$ cat src/rtl/display_arbiter_pkg.sv
// display_arbiter_pkg: shared state encoding, source indices and digit helpers for the display arbiter
package display_arbiter_pkg;
  typedef enum logic [1:0] {IDLE, HOLD, OPEN} state_t;
  localparam int SRC_CLOCK = 0;
  localparam int SRC_SW = 1;
  localparam int SRC_ALARM = 2;
  localparam logic [3:0] BLANK_CODE = 4'hF;
  // Digits are packed {d3,d2,d1,d0}, so digit i lives at bits 4*i+3:4*i.
  function automatic logic [3:0] digit(input logic [15:0] val, input int i);
    return val[4*i +: 4];
  endfunction
  function automatic logic [2:0] winner(input logic [2:0] req);
    return req[SRC_ALARM] ? 3'b100 : req[SRC_SW] ? 3'b010 : req[SRC_CLOCK] ? 3'b001 : 3'b000;
  endfunction
endpackage

$ cat src/rtl/display_arbiter_if.sv
// display_arbiter_if: request, source digit and display-side signals of the display arbiter
interface display_arbiter_if;
  logic [2:0] req;
  logic [15:0] src0_val;
  logic [15:0] src1_val;
  logic [15:0] src2_val;
  logic [2:0] blink_en;
  logic [2:0] grant;
  logic grant_chg;
  logic [3:0] curr_val0;
  logic [3:0] curr_val1;
  logic [3:0] curr_val2;
  logic [3:0] curr_val3;
  modport master (
    output req, src0_val, src1_val, src2_val, blink_en,
    input grant, grant_chg, curr_val0, curr_val1, curr_val2, curr_val3
  );
  modport slave (
    input req, src0_val, src1_val, src2_val, blink_en,
    output grant, grant_chg, curr_val0, curr_val1, curr_val2, curr_val3
  );
endinterface

$ cat src/rtl/display_arbiter_tick_gen.sv
// tick_gen: free-running divider giving a one-cycle tick every TICK_DIV clocks
module tick_gen #(
  parameter int TICK_DIV = 156250
) (
  input logic clk,
  input logic nRst,
  output logic tick
);
  localparam int W = TICK_DIV > 1 ? $clog2(TICK_DIV) : 1;
  logic [W-1:0] cnt;
  assign tick = cnt == W'(TICK_DIV - 1);
  always_ff @(posedge clk or negedge nRst)
    if (!nRst) cnt <= '0;
    else cnt <= tick ? '0 : cnt + W'(1);
endmodule

$ cat src/rtl/display_arbiter.sv
// display_arbiter: priority arbiter with minimum hold and per-source blink for the shared 4-digit display
module display_arbiter #(
  parameter int TICK_DIV = 156250,
  parameter int HOLD_TICKS = 20,
  parameter int BLINK_TICKS = 5,
  parameter logic [3:0] BLANK_CODE = display_arbiter_pkg::BLANK_CODE
) (
  input logic clk,
  input logic nRst,
  display_arbiter_if.slave bus
);
  import display_arbiter_pkg::*;
  localparam int HW = HOLD_TICKS > 0 ? $clog2(HOLD_TICKS + 1) : 1;
  localparam int BW = BLINK_TICKS > 1 ? $clog2(BLINK_TICKS + 1) : 1;
  state_t state, state_n;
  logic [2:0] grant, grant_n, win;
  logic [HW-1:0] hold, hold_n;
  logic [BW-1:0] bcnt, bcnt_n;
  logic phase, phase_n, tick, sw, chg, blank, blink_wrap;
  logic [15:0] digits, sel;
  tick_gen #(.TICK_DIV(TICK_DIV)) u_tick (.clk(clk), .nRst(nRst), .tick(tick));
  assign win = winner(bus.req);
  assign sel = grant[SRC_ALARM] ? bus.src2_val : grant[SRC_SW] ? bus.src1_val : bus.src0_val;
  assign blank = grant == 3'b000 || (|(bus.blink_en & grant) && phase);
  assign blink_wrap = bcnt == BW'(BLINK_TICKS - 1);
  // During HOLD only the alarm may preempt; losing the current request always re-arbitrates.
  always_comb begin
    sw = state == IDLE ? win != 3'b000 :
         state == HOLD ? (bus.req[SRC_ALARM] && !grant[SRC_ALARM]) || (bus.req & grant) == 3'b000 :
         win != grant;
    state_n = state;
    grant_n = grant;
    hold_n = hold;
    if (sw) begin
      grant_n = win;
      hold_n = HW'(HOLD_TICKS);
      state_n = win == 3'b000 ? IDLE : HOLD;
    end else if (state == HOLD && tick) begin
      hold_n = hold == '0 ? hold : hold - HW'(1);
      state_n = hold <= HW'(1) ? OPEN : HOLD;
    end
    bcnt_n = bcnt;
    phase_n = phase;
    if (grant_n != grant) begin
      bcnt_n = '0;
      phase_n = 1'b0;
    end else if (tick && grant != 3'b000) begin
      bcnt_n = blink_wrap ? '0 : bcnt + BW'(1);
      phase_n = phase ^ blink_wrap;
    end
  end
  always_ff @(posedge clk or negedge nRst)
    if (!nRst) begin
      state <= IDLE;
      grant <= '0;
      chg <= 1'b0;
      hold <= '0;
      bcnt <= '0;
      phase <= 1'b0;
      digits <= {4{BLANK_CODE}};
    end else begin
      state <= state_n;
      grant <= grant_n;
      chg <= grant_n != grant;
      hold <= hold_n;
      bcnt <= bcnt_n;
      phase <= phase_n;
      digits <= blank ? {4{BLANK_CODE}} : sel;
    end
  assign bus.grant = grant;
  assign bus.grant_chg = chg;
  assign bus.curr_val0 = digit(digits, 0);
  assign bus.curr_val1 = digit(digits, 1);
  assign bus.curr_val2 = digit(digits, 2);
  assign bus.curr_val3 = digit(digits, 3);
endmodule

$ cat src/flat_wrapper.sv
// flat-port wrapper written by rule: the top's interface ports become plain ports
module display_arbiter_flat import display_arbiter_pkg::*;
#(
  parameter int TICK_DIV = 156250,
  parameter int HOLD_TICKS = 20,
  parameter int BLINK_TICKS = 5,
  parameter logic [3:0] BLANK_CODE = display_arbiter_pkg::BLANK_CODE
)
  (clk, nRst, bus_req, bus_src0_val, bus_src1_val, bus_src2_val, bus_blink_en, bus_grant, bus_grant_chg, bus_curr_val0, bus_curr_val1, bus_curr_val2, bus_curr_val3);
  display_arbiter_if bus_i ();
  input logic clk;
  input logic nRst;
  input wire logic [$bits(bus_i.req)-1:0] bus_req;
  input wire logic [$bits(bus_i.src0_val)-1:0] bus_src0_val;
  input wire logic [$bits(bus_i.src1_val)-1:0] bus_src1_val;
  input wire logic [$bits(bus_i.src2_val)-1:0] bus_src2_val;
  input wire logic [$bits(bus_i.blink_en)-1:0] bus_blink_en;
  output wire logic [$bits(bus_i.grant)-1:0] bus_grant;
  output wire logic [$bits(bus_i.grant_chg)-1:0] bus_grant_chg;
  output wire logic [$bits(bus_i.curr_val0)-1:0] bus_curr_val0;
  output wire logic [$bits(bus_i.curr_val1)-1:0] bus_curr_val1;
  output wire logic [$bits(bus_i.curr_val2)-1:0] bus_curr_val2;
  output wire logic [$bits(bus_i.curr_val3)-1:0] bus_curr_val3;
  assign bus_i.req = bus_req;
  assign bus_i.src0_val = bus_src0_val;
  assign bus_i.src1_val = bus_src1_val;
  assign bus_i.src2_val = bus_src2_val;
  assign bus_i.blink_en = bus_blink_en;
  assign bus_grant = bus_i.grant;
  assign bus_grant_chg = bus_i.grant_chg;
  assign bus_curr_val0 = bus_i.curr_val0;
  assign bus_curr_val1 = bus_i.curr_val1;
  assign bus_curr_val2 = bus_i.curr_val2;
  assign bus_curr_val3 = bus_i.curr_val3;
  display_arbiter #(.TICK_DIV(TICK_DIV), .HOLD_TICKS(HOLD_TICKS), .BLINK_TICKS(BLINK_TICKS), .BLANK_CODE(BLANK_CODE)) u_core (.clk(clk), .nRst(nRst), .bus(bus_i));
endmodule
$ cat config.mk
export PLATFORM = sky130hd
export DESIGN_NAME = display_arbiter_flat
export DESIGN_NICKNAME = d
export VERILOG_FILES = /design/src/rtl/display_arbiter_pkg.sv /design/src/rtl/display_arbiter_if.sv /design/src/rtl/display_arbiter_tick_gen.sv /design/src/rtl/display_arbiter.sv /design/src/flat_wrapper.sv
export SDC_FILE = /design/constraint.sdc
export NUM_CORES = 1
export LEC_CHECK = 0
export CAP_MARGIN = 15
export CORE_ASPECT_RATIO = 1.4
export CORE_MARGIN = 5
export CORE_UTILIZATION = 48
export DETAILED_ROUTE_END_ITERATION = 6
export PLACE_DENSITY = 0.91
export SYNTH_ARGS = -nofsm -noshare
export SYNTH_HDL_FRONTEND = slang
export SYNTH_SLANG_ARGS = --single-unit
$ cat constraint.sdc
create_clock -name clk -period 2.1 [get_ports clk]
set_input_delay 0.21 -clock clk [delete_from_list [all_inputs] [get_ports clk]]
set_output_delay 0.21 -clock clk [all_outputs]
set_load 0.01 [all_outputs]
After elaboration in Yosys (flattened, before gate mapping)
Index checks and enable logic that the tools add are counted.
{"block": "word_totals", "output_inout_bits": 20, "regBits": 49}
{"block": "op_classes", "bitwise_logic": 3, "n_reduce_logical": 18, "add_sub_neg": 3, "order_cmp": 1, "eq_ne": 6, "muxes": 22}
{"operator": "$mux 16", "n": 3}
{"operator": "$add 18x1->18 const B", "n": 1}
{"operator": "$eq 18x18->1 const B", "n": 1}
{"operator": "$mux 18", "n": 1}
{"operator": "$mux 3", "n": 6}
{"operator": "$mux 5", "n": 3}
{"operator": "$logic_not 3->1", "n": 3}
{"operator": "$and 3x3->3", "n": 2}
{"operator": "$mux 1", "n": 6}
{"operator": "$mux 2", "n": 3}
{"operator": "$ne 3x3->1", "n": 2}
{"operator": "$reduce_bool 3->1", "n": 2}
{"operator": "$le 5x1->1 const B", "n": 1}
{"operator": "$logic_not 5->1", "n": 1}
{"operator": "$sub 5x1->5 const B", "n": 1}
{"operator": "$logic_and 1x1->1", "n": 4}
{"operator": "$reduce_bool 2->1", "n": 2}
{"operator": "$add 3x1->3 const B", "n": 1}
{"operator": "$eq 3x3->1 const B", "n": 1}
{"operator": "$reduce_or 3->1", "n": 1}
{"operator": "$eq 2x1->1 const B", "n": 1}
{"operator": "$logic_not 2->1", "n": 1}
{"operator": "$logic_or 1x1->1", "n": 2}
{"operator": "$ne 2x1->1 const B", "n": 1}
{"operator": "other kinds (3)", "n": 3}

Logic depth before layout (Yosys ltp)
Gate-level depths: netlist of run 1.
{"block": "depth", "depth_word": 9, "depth_mapped": 7}

Cells and area by module
From an unflattened synthesis of run 1, not the netlist that was laid out.
{"block": "hier_totals", "cells_unflattened": 246, "hier_area_um2": 2670.1}
{"mod": "display_arbiter", "cells_each": 162, "instances": 1, "seq_area_each_um2": 795.8, "area_each_um2": 1737.9}
{"mod": "tick_gen", "cells_each": 84, "instances": 1, "seq_area_each_um2": 450.4, "area_each_um2": 932.1}

Worst setup path after synthesis of run 1
No wires, ideal clock.
{"block": "synth_path", "path_type": "register to register", "start": "reg u_core.grant[2] (netlist: u_core.bus.grant[2])", "end": "reg u_core.grant[2] (netlist: u_core.bus.grant[2])", "synth_period_minus_slack_ns": 1.982, "path_buffers": 1, "path_slack_ns": 0.118, "t_required_ns": 1.972, "arrival_ns": 1.854, "path_stages_with_launch": 6, "setup_ns": 0.128, "cell_sequence": "dfrtp_1 -> or4_4 -> a211oi_4 -> o41a_1 -> buf_4 -> mux2_1"}
{"block": "synth_between", "elab_chain_cells": 6, "word_cells_on_any_way": 9}
{"element": "start: declaration", "line": "display_arbiter.sv:16", "source": "logic [2:0] grant, grant_n, win;"}
{"element": "start signal: assignment", "line": "display_arbiter.sv:63", "source": "grant <= grant_n;"}
{"element": "$and 3x3->3 / $logic_not 1->1 (equally long branches)", "line": "display_arbiter.sv:29", "source": "state == HOLD ? (bus.req[SRC_ALARM] && !grant[SRC_ALARM]) || (bus.req & grant) == 3'b000 :"}
{"element": "$logic_not 3->1 / $logic_and 1x1->1 (equally long branches)", "line": "display_arbiter.sv:29"}
{"element": "$logic_or 1x1->1", "line": "display_arbiter.sv:29"}
{"element": "$mux 1", "line": "display_arbiter.sv:29"}
{"element": "$mux 1", "line": "display_arbiter.sv:28", "source": "sw = state == IDLE ? win != 3'b000 :"}
{"element": "$mux 3 *", "line": "display_arbiter.sv:34", "source": "if (sw) begin"}
{"element": "named net u_core.grant_n[2]", "line": "display_arbiter.sv:16"}
Mark *: on every way through the listed nets, which the timed path passes. The rest lies on a longest branch.
A chain may end at the register's enable or synchronous reset.

Final worst setup path of run 1
{"block": "layout_path", "start": "reg u_core.u_tick.cnt[1]", "end": "reg u_core.bcnt[1]"}
{"block": "layout_between", "elab_chain_cells": 3}
{"element": "start: declaration", "line": "display_arbiter_tick_gen.sv:10", "source": "logic [W-1:0] cnt;"}
{"element": "start signal: assignment", "line": "display_arbiter_tick_gen.sv:14", "source": "else cnt <= tick ? '0 : cnt + W'(1);"}
{"element": "$eq 18x18->1", "line": "display_arbiter_tick_gen.sv:11", "source": "assign tick = cnt == W'(TICK_DIV - 1);"}
{"element": "$logic_and 1x1->1", "line": "display_arbiter.sv:47", "source": "end else if (tick && grant != 3'b000) begin"}
{"element": "$reduce_bool 2->1 (no source line)"}
{"element": "end signal: assignment", "line": "display_arbiter.sv:66", "source": "bcnt <= bcnt_n;"}
{"element": "end: declaration", "line": "display_arbiter.sv:18", "source": "logic [BW-1:0] bcnt, bcnt_n;"}
No other way between the ends.

==> results of run 1 <==
-- stage by stage --
stage	area, µm²	util [%]
finish	3880	70.3
detailed placement	3730	67.5
global placement	3730	67.5
global route	3880	70.3
CTS	3840	69.5
floorplan	2740	-
-- flip-flops by register name, indices dropped and copies added, names as in the netlist --
name and flops:
u_core.phase 1, u_core.digits 16, u_core.bus.grant_chg 1, u_core.u_tick.cnt 18, u_core.bus.grant 3, u_core.bcnt 3, u_core.state 2, u_core.hold 5
-- cell type report --
type,count,area share (%)
clock buffers,7,2.48
clock inverters,1,0.225
inverters,11,1.06
multi-input cells,189,37.1
flip-flops and latches,49,32.1
well taps,68,2.19
repair buffers,104,24.9
-- cell usage after synthesis (4+ instances only) --
| master | count | area [µm²] |
|---|---|---|
| sky130_fd_sc_hd__nor3_1 | 5 | 25.0 |
| sky130_fd_sc_hd__ha_1 | 6 | 75.1 |
| sky130_fd_sc_hd__and3_1 | 4 | 25.0 |
| sky130_fd_sc_hd__dfstp_2 | 16 | 420 |
| sky130_fd_sc_hd__inv_1 | 11 | 41.3 |
| sky130_fd_sc_hd__nand3_1 | 11 | 55.1 |
| sky130_fd_sc_hd__xor2_1 | 5 | 43.8 |
| sky130_fd_sc_hd__nor2_1 | 14 | 52.6 |
| sky130_fd_sc_hd__a21oi_1 | 6 | 30.0 |
| sky130_fd_sc_hd__mux2i_1 | 17 | 170 |
| sky130_fd_sc_hd__nand4_1 | 4 | 25.0 |
| sky130_fd_sc_hd__or4_1 | 7 | 52.6 |
| sky130_fd_sc_hd__nand2_1 | 26 | 97.6 |
| sky130_fd_sc_hd__o31ai_1 | 8 | 60.1 |
| sky130_fd_sc_hd__dfrtp_1 | 33 | 826 |
| sky130_fd_sc_hd__xnor2_1 | 10 | 87.6 |
| sky130_fd_sc_hd__nor4_1 | 6 | 37.5 |
| sky130_fd_sc_hd__mux2_2 | 16 | 180 |
| sky130_fd_sc_hd__clkbuf_1 | 5 | 18.8 |
| sky130_fd_sc_hd__or3_1 | 4 | 25.0 |
-- worst min-delay path by stage --
stage,startpoint,cells after the start,end,slack (ns)
finish,nRst,2,u_core.hold[1],0.33
global route,nRst,2,u_core.hold[1],0.38
CTS,nRst,2,u_core.hold[1],0.34
detailed placement,nRst,1,u_core.hold[2],0.13
global placement,nRst,1,u_core.hold[2],0.13
floorplan,nRst,0,u_core.bcnt[0],-0.09
-- report_power, final --
| part | switching (µW) | internal, µW |
|---|---|---|
| Sequential | 40.7 | 1070 |
| Clock | 319 | 304 |
| Combinational | 284 | 393 |
-- worst register-to-register path: stages (launching register included) --
cell and delay [ns]:
sky130_fd_sc_hd__dfrtp_1 0.39, sky130_fd_sc_hd__inv_1 0.06, sky130_fd_sc_hd__ha_1 0.18, sky130_fd_sc_hd__nor4b_1 0.28, sky130_fd_sc_hd__nand4_1 0.28, sky130_fd_sc_hd__or4_1 0.58, sky130_fd_sc_hd__a21oi_1 0.20
-- logic make-up after synthesis --
kind of cell,after synthesis
AO/OA/AOI/OAI,34
XOR/XNOR,15
AND/OR/NAND/NOR,99
flip-flops,49
multiplexers,35
adder cells (fa/ha/maj),6
buffers and inverters,21
-- layer usage --
metal / global-route usage (%) / routed length, µm / part of all wire [%]
met3: 4.45 / 362 / 5.2
met1: 21.9 / 2680 / 38
met2: 37.0 / 3840 / 55
met4: 6.28 / 146 / 2.1
met5: 0 / 0 / 0
-- timing repair --
action                                  CTS  global route
gates resized for setup                   0             5
hold buffers                              1             0
buffers inserted                          0             1
endpoints found under the hold margin    13             0
endpoints found under the setup margin    0             6
==> impl_results.html, run 1 <==
<table>
<tr><th>Metric</th><th>Value</th></tr>
<tr><th colspan="2">Timing</th></tr>
<tr><td>Setup violations, final</td><td>0</td></tr>
<tr><td>Shortest period the worst path allows</td><td>2.04 ns</td></tr>
<tr><td>Relative slew slack</td><td>58.0%</td></tr>
<tr><td>Summed negative setup slack over all endpoints</td><td>0 ns</td></tr>
<tr><td>Fraction of the cycle the final worst path needs</td><td>97.2%</td></tr>
<tr><td>Worst clock skew on the final layout</td><td>0.00479 ns</td></tr>
<tr><td>Final slew viol count</td><td>0</td></tr>
<tr><td>WHS</td><td>0.329 ns</td></tr>
<tr><td>Final Hold Viols</td><td>0</td></tr>
<tr><td>Minimum setup slack in the final design</td><td>0.0579 ns</td></tr>
<tr><td>Maximum frequency from static timing analysis</td><td>490 MHz</td></tr>
<tr><td>Least-Margin Pin Slew</td><td>0.625 ns</td></tr>
<tr><th colspan="2">Clock tree</th></tr>
<tr><td>Clock tree sinks</td><td>49</td></tr>
<tr><td>Number of buffers inserted during clock tree synthesis</td><td>5</td></tr>
<tr><td>TritonCTS clock tree</td><td>built</td></tr>
<tr><td>Root Buffer</td><td>sky130_fd_sc_hd__clkbuf_8</td></tr>
<tr><td>Clock-pin slew on the worst setup and hold paths</td><td>0.09 ns</td></tr>
<tr><td>H-Tree Depth</td><td>2</td></tr>
<tr><td>Longest Clk Path Bufs</td><td>2</td></tr>
<tr><td>Later-pin clock latency in the skew report</td><td>0.30 ns</td></tr>
<tr><th colspan="2">Layout</th></tr>
<tr><td>Highest-count cells in the layout ignoring fill and taps</td><td>74 x sky130_fd_sc_hd__clkdlybuf4s50_1, 33 x sky130_fd_sc_hd__dfrtp_1, 28 x sky130_fd_sc_hd__buf_4</td></tr>
<tr><td>Sequential Area</td><td>1250 µm²</td></tr>
<tr><td>Final non-filler cell total</td><td>429</td></tr>
<tr><td>Fraction of final layout cells sized beyond drive strength 1</td><td>21.1%</td></tr>
<tr><td>Multi-input logic area</td><td>1440 µm²</td></tr>
<tr><td>Total number of nets in the final design</td><td>422</td></tr>
<tr><td>Area growth from synthesis to final layout</td><td>41.8%</td></tr>
<tr><td>Total of fill cells in the finished design</td><td>368</td></tr>
<tr><td>Most common library cell in the layout ignoring fill and taps</td><td>sky130_fd_sc_hd__clkdlybuf4s50_1</td></tr>
<tr><td>Ant. Diodes</td><td>0</td></tr>
<tr><th colspan="2">Routing</th></tr>
<tr><td>Number of detailed-route iterations in the first pass</td><td>4</td></tr>
<tr><td>Post-detailed-route count of antenna-violating nets</td><td>0</td></tr>
<tr><td>Wire length per cell after detailed routing</td><td>16.4 µm</td></tr>
<tr><td>Vias</td><td>2409</td></tr>
<tr><td>Number of remaining DRC errors</td><td>0</td></tr>
<tr><td>Iter 0 DRT Violations</td><td>181</td></tr>
<tr><td>Vias per Instance</td><td>5.62</td></tr>
<tr><td>WL final</td><td>7.03 mm</td></tr>
<tr><th colspan="2">Hold path</th></tr>
<tr><td>Path type of the worst min-delay path</td><td>in -&gt; async</td></tr>
<tr><th colspan="2">GRT</th></tr>
<tr><td>Wire length of the first global-routing pass</td><td>11.7 mm</td></tr>
<tr><td>Global routing usage summed across all routing layers</td><td>20.0%</td></tr>
<tr><td>Initial antenna violation count</td><td>0</td></tr>
<tr><td>Maximum number of pins on one net before global-route repair</td><td>25</td></tr>
<tr><td>Remaining global-route overflow</td><td>0</td></tr>
<tr><td>Number of global-route vias before repair</td><td>2520</td></tr>
<tr><th colspan="2">Placed design</th></tr>
<tr><td>Quantity of I/O buffers inserted on ports</td><td>75</td></tr>
<tr><td>DP HPWL</td><td>5.29 mm</td></tr>
<tr><td>Cells after DPL</td><td>419</td></tr>
<tr><td>Final weighted congestion in routability-driven placement</td><td>0.805</td></tr>
<tr><td>Pre-CTS setup slack</td><td>-0.119 ns</td></tr>
<tr><th colspan="2">Setup path</th></tr>
<tr><td>Setup slack on the worst flop-to-flop path</td><td>0.06 ns</td></tr>
<tr><td>Worst reg-to-reg path cell count</td><td>6</td></tr>
<tr><td>CP peak stage delay</td><td>0.58 ns</td></tr>
<tr><td>Number of gates on the worst path with buffers counted</td><td>6</td></tr>
<tr><td>Required @ worst endpoint</td><td>2.32 ns</td></tr>
<tr><td>Worst r2r src</td><td>u_core.u_tick.cnt[1]</td></tr>
<tr><td>CP Launch Type</td><td>flop</td></tr>
<tr><td>Crit-path leading delay family</td><td>simple AND/OR/NAND/NOR gates</td></tr>
<tr><td>Cells traversed along the worst timing path</td><td>inv_1 -&gt; ha_1 -&gt; nor4b_1 -&gt; nand4_1 -&gt; or4_1 -&gt; a21oi_1</td></tr>
<tr><td>Endpoint arrival time on the critical path</td><td>2.26 ns</td></tr>
<tr><td>Bufs and invs on worst path</td><td>1</td></tr>
<tr><td>Capture instance of the worst register-to-register path</td><td>u_core.bcnt[1]</td></tr>
<tr><td>Setup Crit Path Kind</td><td>reg -&gt; reg</td></tr>
<tr><td>Endpoint type of the worst setup path</td><td>flop</td></tr>
<tr><td>Beginning of the critical path</td><td>u_core.u_tick.cnt[1]</td></tr>
<tr><td>Top fanout value on the critical path</td><td>5</td></tr>
<tr><td>Cell with the biggest individual delay on the critical path</td><td>sky130_fd_sc_hd__or4_1</td></tr>
<tr><td>Termination of the worst setup path</td><td>u_core.bcnt[1]</td></tr>
<tr><th colspan="2">Die</th></tr>
<tr><td>Placeable core region</td><td>5530 µm²</td></tr>
<tr><td>Die footprint</td><td>7340 µm²</td></tr>
<tr><td>Std-Cell Rows</td><td>32</td></tr>
<tr><td>Die Y-Extent</td><td>99.4 µm</td></tr>
<tr><td>Starting Density</td><td>49.6%</td></tr>
<tr><td>X dimension of the die</td><td>73.8 µm</td></tr>
<tr><td>Count of boundary I/O pins</td><td>76</td></tr>
<tr><th colspan="2">Synthesis</th></tr>
<tr><td>Compound-cell area share of the yosys netlist</td><td>9.96%</td></tr>
<tr><td>Fraction of synthesis flops using an asynchronous set or reset pin</td><td>100%</td></tr>
<tr><td>Fraction of synthesized area in multiplexers</td><td>13.6%</td></tr>
<tr><td>Synthesized-area fraction occupied by xor and xnor cells</td><td>4.80%</td></tr>
<tr><td>Average footprint of a synthesized cell</td><td>10.6 µm²</td></tr>
<tr><td>Combinational family with the most area after synthesis</td><td>simple AND/OR/NAND/NOR gates</td></tr>
<tr><td>Number of enable flip-flop cells after synthesis</td><td>0</td></tr>
<tr><td>Most used flip-flop cell after synthesis</td><td>sky130_fd_sc_hd__dfrtp_1</td></tr>
<tr><td>Syn. warnings</td><td>0</td></tr>
<tr><td>Area share of fa/ha/maj cells after synthesis</td><td>2.74%</td></tr>
<tr><td>Number of unique standard cell types used by synthesis</td><td>51</td></tr>
<tr><td>Sequential-to-total area share from yosys stat</td><td>45.5%</td></tr>
<tr><td>Number of synthesized register bits</td><td>49</td></tr>
<tr><td>Post-Synth Simple-Gate Area</td><td>20.2%</td></tr>
<tr><td>Post-synthesis instance area</td><td>2740 µm²</td></tr>
<tr><td>Total nets after synthesis</td><td>321</td></tr>
<tr><td>Cells after Synth</td><td>259</td></tr>
<tr><th colspan="2">Flow run</th></tr>
<tr><td>Max-Cap Viols</td><td>0</td></tr>
<tr><th colspan="2">Status</th></tr>
<tr><td>Outcome</td><td>finished, final reports clean</td></tr>
<tr><th colspan="2">Pwr</th></tr>
<tr><td>Total design power</td><td>2410 µW</td></tr>
<tr><td>Static power due to leakage</td><td>0.00161 µW</td></tr>
<tr><td>VDD IR-drop max</td><td>0.000409 V</td></tr>
<tr><td>Power per unit of standard cell area</td><td>621 nW/µm²</td></tr>
</table>
No activity file was read; power rests on OpenSTA's default activity.
==> run 2, diff against run 1 <==
CORE_MARGIN = default   (was 5)
==> run 2 against run 1 <==
Via count rose by 0.95%; setup slack improved by 0.057 ns; die area decreased by 18%; largest power group unchanged.
==> impl_results.html, run 2 (synthesis results as in run 1) <==
<table>
<tr><th>Metric</th><th>Value</th></tr>
<tr><th colspan="2">Layout</th></tr>
<tr><td>Ant. Diodes</td><td>0 (unchanged)</td></tr>
<tr><td>Area growth from synthesis to final layout</td><td>39.7%</td></tr>
<tr><td>Most common library cell in the layout ignoring fill and taps</td><td>sky130_fd_sc_hd__clkdlybuf4s50_1</td></tr>
<tr><td>Area of all placed cells without fillers</td><td>3820 µm² (-1.5%)</td></tr>
<tr><td>Total number of nets in the final design</td><td>417 (-1.2%)</td></tr>
<tr><td>Most flops, register</td><td>u_core.u_tick.cnt</td></tr>
<tr><td>Fraction of final layout cells sized beyond drive strength 1</td><td>19.4% (-1.7 points)</td></tr>
<tr><td>Registers with the most flip-flops</td><td>u_core.u_tick.cnt x18, u_core.digits x16, u_core.hold x5</td></tr>
<tr><td>Max reg flops</td><td>18 (unchanged)</td></tr>
<tr><td>Utilization of the core after routing</td><td>69.7% (-0.58 points)</td></tr>
<tr><td>Highest-count cells in the layout ignoring fill and taps</td><td>74 x sky130_fd_sc_hd__clkdlybuf4s50_1, 33 x sky130_fd_sc_hd__dfrtp_1, 26 x sky130_fd_sc_hd__nand2_1</td></tr>
<tr><th colspan="2">Timing</th></tr>
<tr><td>Final slew viol count</td><td>0 (unchanged)</td></tr>
<tr><td>Least-Margin Pin Slew</td><td>0.563 ns (-0.0624 ns)</td></tr>
<tr><td>Maximum frequency from static timing analysis</td><td>504 MHz (+2.9%)</td></tr>
<tr><td>Worst clock skew on the final layout</td><td>0.0103 ns (+0.00554 ns)</td></tr>
<tr><td>WHS</td><td>0.365 ns (+0.0362 ns)</td></tr>
<tr><td>Unrepaired setup endpoints after global routing</td><td>true</td></tr>
<tr><td>Fraction of the cycle the final worst path needs</td><td>94.5% (-2.7 points)</td></tr>
<tr><td>Shortest period the worst path allows</td><td>1.99 ns (-0.0568 ns)</td></tr>
<tr><td>Relative slew slack</td><td>62.2% (+4.2 points)</td></tr>
<tr><td>Setup violations, final</td><td>0 (unchanged)</td></tr>
<tr><td>Final Hold Viols</td><td>0 (unchanged)</td></tr>
<tr><th colspan="2">Flow run</th></tr>
<tr><td>Max-Cap Viols</td><td>0 (unchanged)</td></tr>
<tr><th colspan="2">GRT</th></tr>
<tr><td>Remaining global-route overflow</td><td>0 (unchanged)</td></tr>
<tr><td>Number of global-route vias before repair</td><td>2509 (-0.44%)</td></tr>
<tr><td>Wire length of the first global-routing pass</td><td>11.3 mm (-3.1%)</td></tr>
<tr><td>Initial antenna violation count</td><td>0 (unchanged)</td></tr>
<tr><td>Global routing usage summed across all routing layers</td><td>24.4% (+4.5 points)</td></tr>
<tr><td>Maximum number of pins on one net before global-route repair</td><td>25 (unchanged)</td></tr>
<tr><th colspan="2">Clock tree</th></tr>
<tr><td>Root Buffer</td><td>sky130_fd_sc_hd__clkbuf_8</td></tr>
<tr><td>Later-pin clock latency in the skew report</td><td>0.30 ns (about the same)</td></tr>
<tr><td>Longest Clk Path Bufs</td><td>2 (unchanged)</td></tr>
<tr><td>Number of buffers inserted during clock tree synthesis</td><td>5 (unchanged)</td></tr>
<tr><td>Clock-pin slew on the worst setup and hold paths</td><td>0.09 ns (about the same)</td></tr>
<tr><td>Clock tree sinks</td><td>49 (unchanged)</td></tr>
<tr><td>H-Tree Depth</td><td>2 (unchanged)</td></tr>
<tr><td>TritonCTS clock tree</td><td>built</td></tr>
<tr><th colspan="2">Placed design</th></tr>
<tr><td>Final weighted congestion in routability-driven placement</td><td>0.946 (+18%)</td></tr>
<tr><td>DP HPWL</td><td>4.94 mm (-6.5%)</td></tr>
<tr><td>Quantity of I/O buffers inserted on ports</td><td>75 (unchanged)</td></tr>
<tr><td>Area after DPL</td><td>3690 µm² (-1.0%)</td></tr>
<tr><th colspan="2">Die</th></tr>
<tr><td>X dimension of the die</td><td>65.8 µm (-11%)</td></tr>
<tr><td>Die Y-Extent</td><td>91.4 µm (-8.1%)</td></tr>
<tr><td>Std-Cell Rows</td><td>32 (unchanged)</td></tr>
<tr><td>Starting Density</td><td>49.9% (+0.36 points)</td></tr>
<tr><td>Die footprint</td><td>6020 µm² (-18%)</td></tr>
<tr><td>Count of boundary I/O pins</td><td>76 (unchanged)</td></tr>
<tr><td>Placeable core region</td><td>5490 µm² (-0.72%)</td></tr>
<tr><th colspan="2">Routing</th></tr>
<tr><td>Wire length per cell after detailed routing</td><td>15.2 µm (-7.1%)</td></tr>
<tr><td>Vias per Instance</td><td>5.74 (+2.1%)</td></tr>
<tr><td>Iter 0 DRT Violations</td><td>141 (-22%)</td></tr>
<tr><td>WL final</td><td>6.45 mm (-8.2%)</td></tr>
<tr><td>Post-detailed-route count of antenna-violating nets</td><td>0 (unchanged)</td></tr>
<tr><td>Number of detailed-route iterations in the first pass</td><td>4 (unchanged)</td></tr>
<tr><td>Number of remaining DRC errors</td><td>0 (unchanged)</td></tr>
<tr><td>Vias</td><td>2432 (+0.95%)</td></tr>
<tr><th colspan="2">Pwr</th></tr>
<tr><td>Power per unit of standard cell area</td><td>615 nW/µm² (-0.89%)</td></tr>
<tr><td>VDD IR-drop max</td><td>0.000372 V (-9.2%)</td></tr>
<tr><td>Static power due to leakage</td><td>0.00157 µW (-2.1%)</td></tr>
<tr><th colspan="2">Setup path</th></tr>
<tr><td>Endpoint type of the worst setup path</td><td>flop</td></tr>
<tr><td>CP Launch Type</td><td>flop</td></tr>
<tr><td>Top fanout value on the critical path</td><td>24 (+19)</td></tr>
<tr><td>Required @ worst endpoint</td><td>2.29 ns (-0.03 ns)</td></tr>
<tr><td>Endpoint arrival time on the critical path</td><td>2.17 ns (-0.09 ns)</td></tr>
<tr><td>Setup Crit Path Kind</td><td>reg -&gt; reg</td></tr>
<tr><th colspan="2">Status</th></tr>
<tr><td>Outcome</td><td>finished, final reports clean</td></tr>
<tr><th colspan="2">Hold path</th></tr>
<tr><td>Path type of the worst min-delay path</td><td>in -&gt; async</td></tr>
</table>
run 2: cell types whose count changed in the layout (fill, tap and decap cells not counted), sizes merged:
cell    before  now
buf         29   24
inv         12   11
clkbuf       7    8
run 2: worst max-delay path, stage by stage, from the launching register on:
cell	delay, ns
sky130_fd_sc_hd__dfrtp_1	0.37
sky130_fd_sc_hd__buf_4	0.34
sky130_fd_sc_hd__nor2b_1	0.12
sky130_fd_sc_hd__o311ai_0	0.39
sky130_fd_sc_hd__o41a_1	0.28
sky130_fd_sc_hd__mux2_1	0.35
run 2: report_power, final:
| part | switching, µW | internal [µW] |
|---|---|---|
| clock | 306 | 269 |
| sequential | 37.6 | 1070 |
| combinational | 284 | 386 |
| total | 627 | 1730 |
run 2: worst paths after layout:
check,startpoint,end,slack (ns),cells past startpoint
max reg2reg,u_core.bus.grant[2],u_core.bus.grant[2],0.11,5
max in group asynchronous,nRst,u_core.digits[4],1.08,3
min,nRst,u_core.u_tick.cnt[12],0.37,2
min in group clk,bus_src2_val[14],u_core.digits[14],0.49,3
min reg2reg,u_core.u_tick.cnt[17],u_core.u_tick.cnt[17],0.49,1
max,u_core.bus.grant[2],u_core.bus.grant[2],0.11,5
run 2: layer usage:
metal	track usage [%]	wire length, µm	vias to the layer above
met1	27.1	2440	1185
li1	-	-	1142
met3	5.53	360	11
met2	44.1	3540	94
met5	0	0	-
met4	8.51	104	0
run 2: cell type report:
class	count	area (µm²)
well taps	68	85.1
multi-input cells	189	1430
flip-flops and latches	49	1250
repair buffers	99	928
fillers	373	1660
clock buffers	8	90.1
inverters	11	41.3
run 2: through the flow:
step	cells	TNS, ns	setup slack (ns)	total power (µW)
floorplan	259	0	0.118	1420
global placement	414	-0.104	-0.0522	1780
detailed placement	414	-0.549	-0.136	1800
CTS	423	0	0.0553	2370
global route	424	-0.00819	-0.00819	2470
finish	424	0	0.115	2350
run 2: what timing repair did:
| item | CTS | global route |
|---|---|---|
| gates resized for setup | 0 | 4 |
| buffers inserted | 0 | 1 |
| endpoints found under the setup margin | 0 | 8 |
| hold buffers | 1 | 0 |
| endpoints found under the hold margin | 18 | 0 |
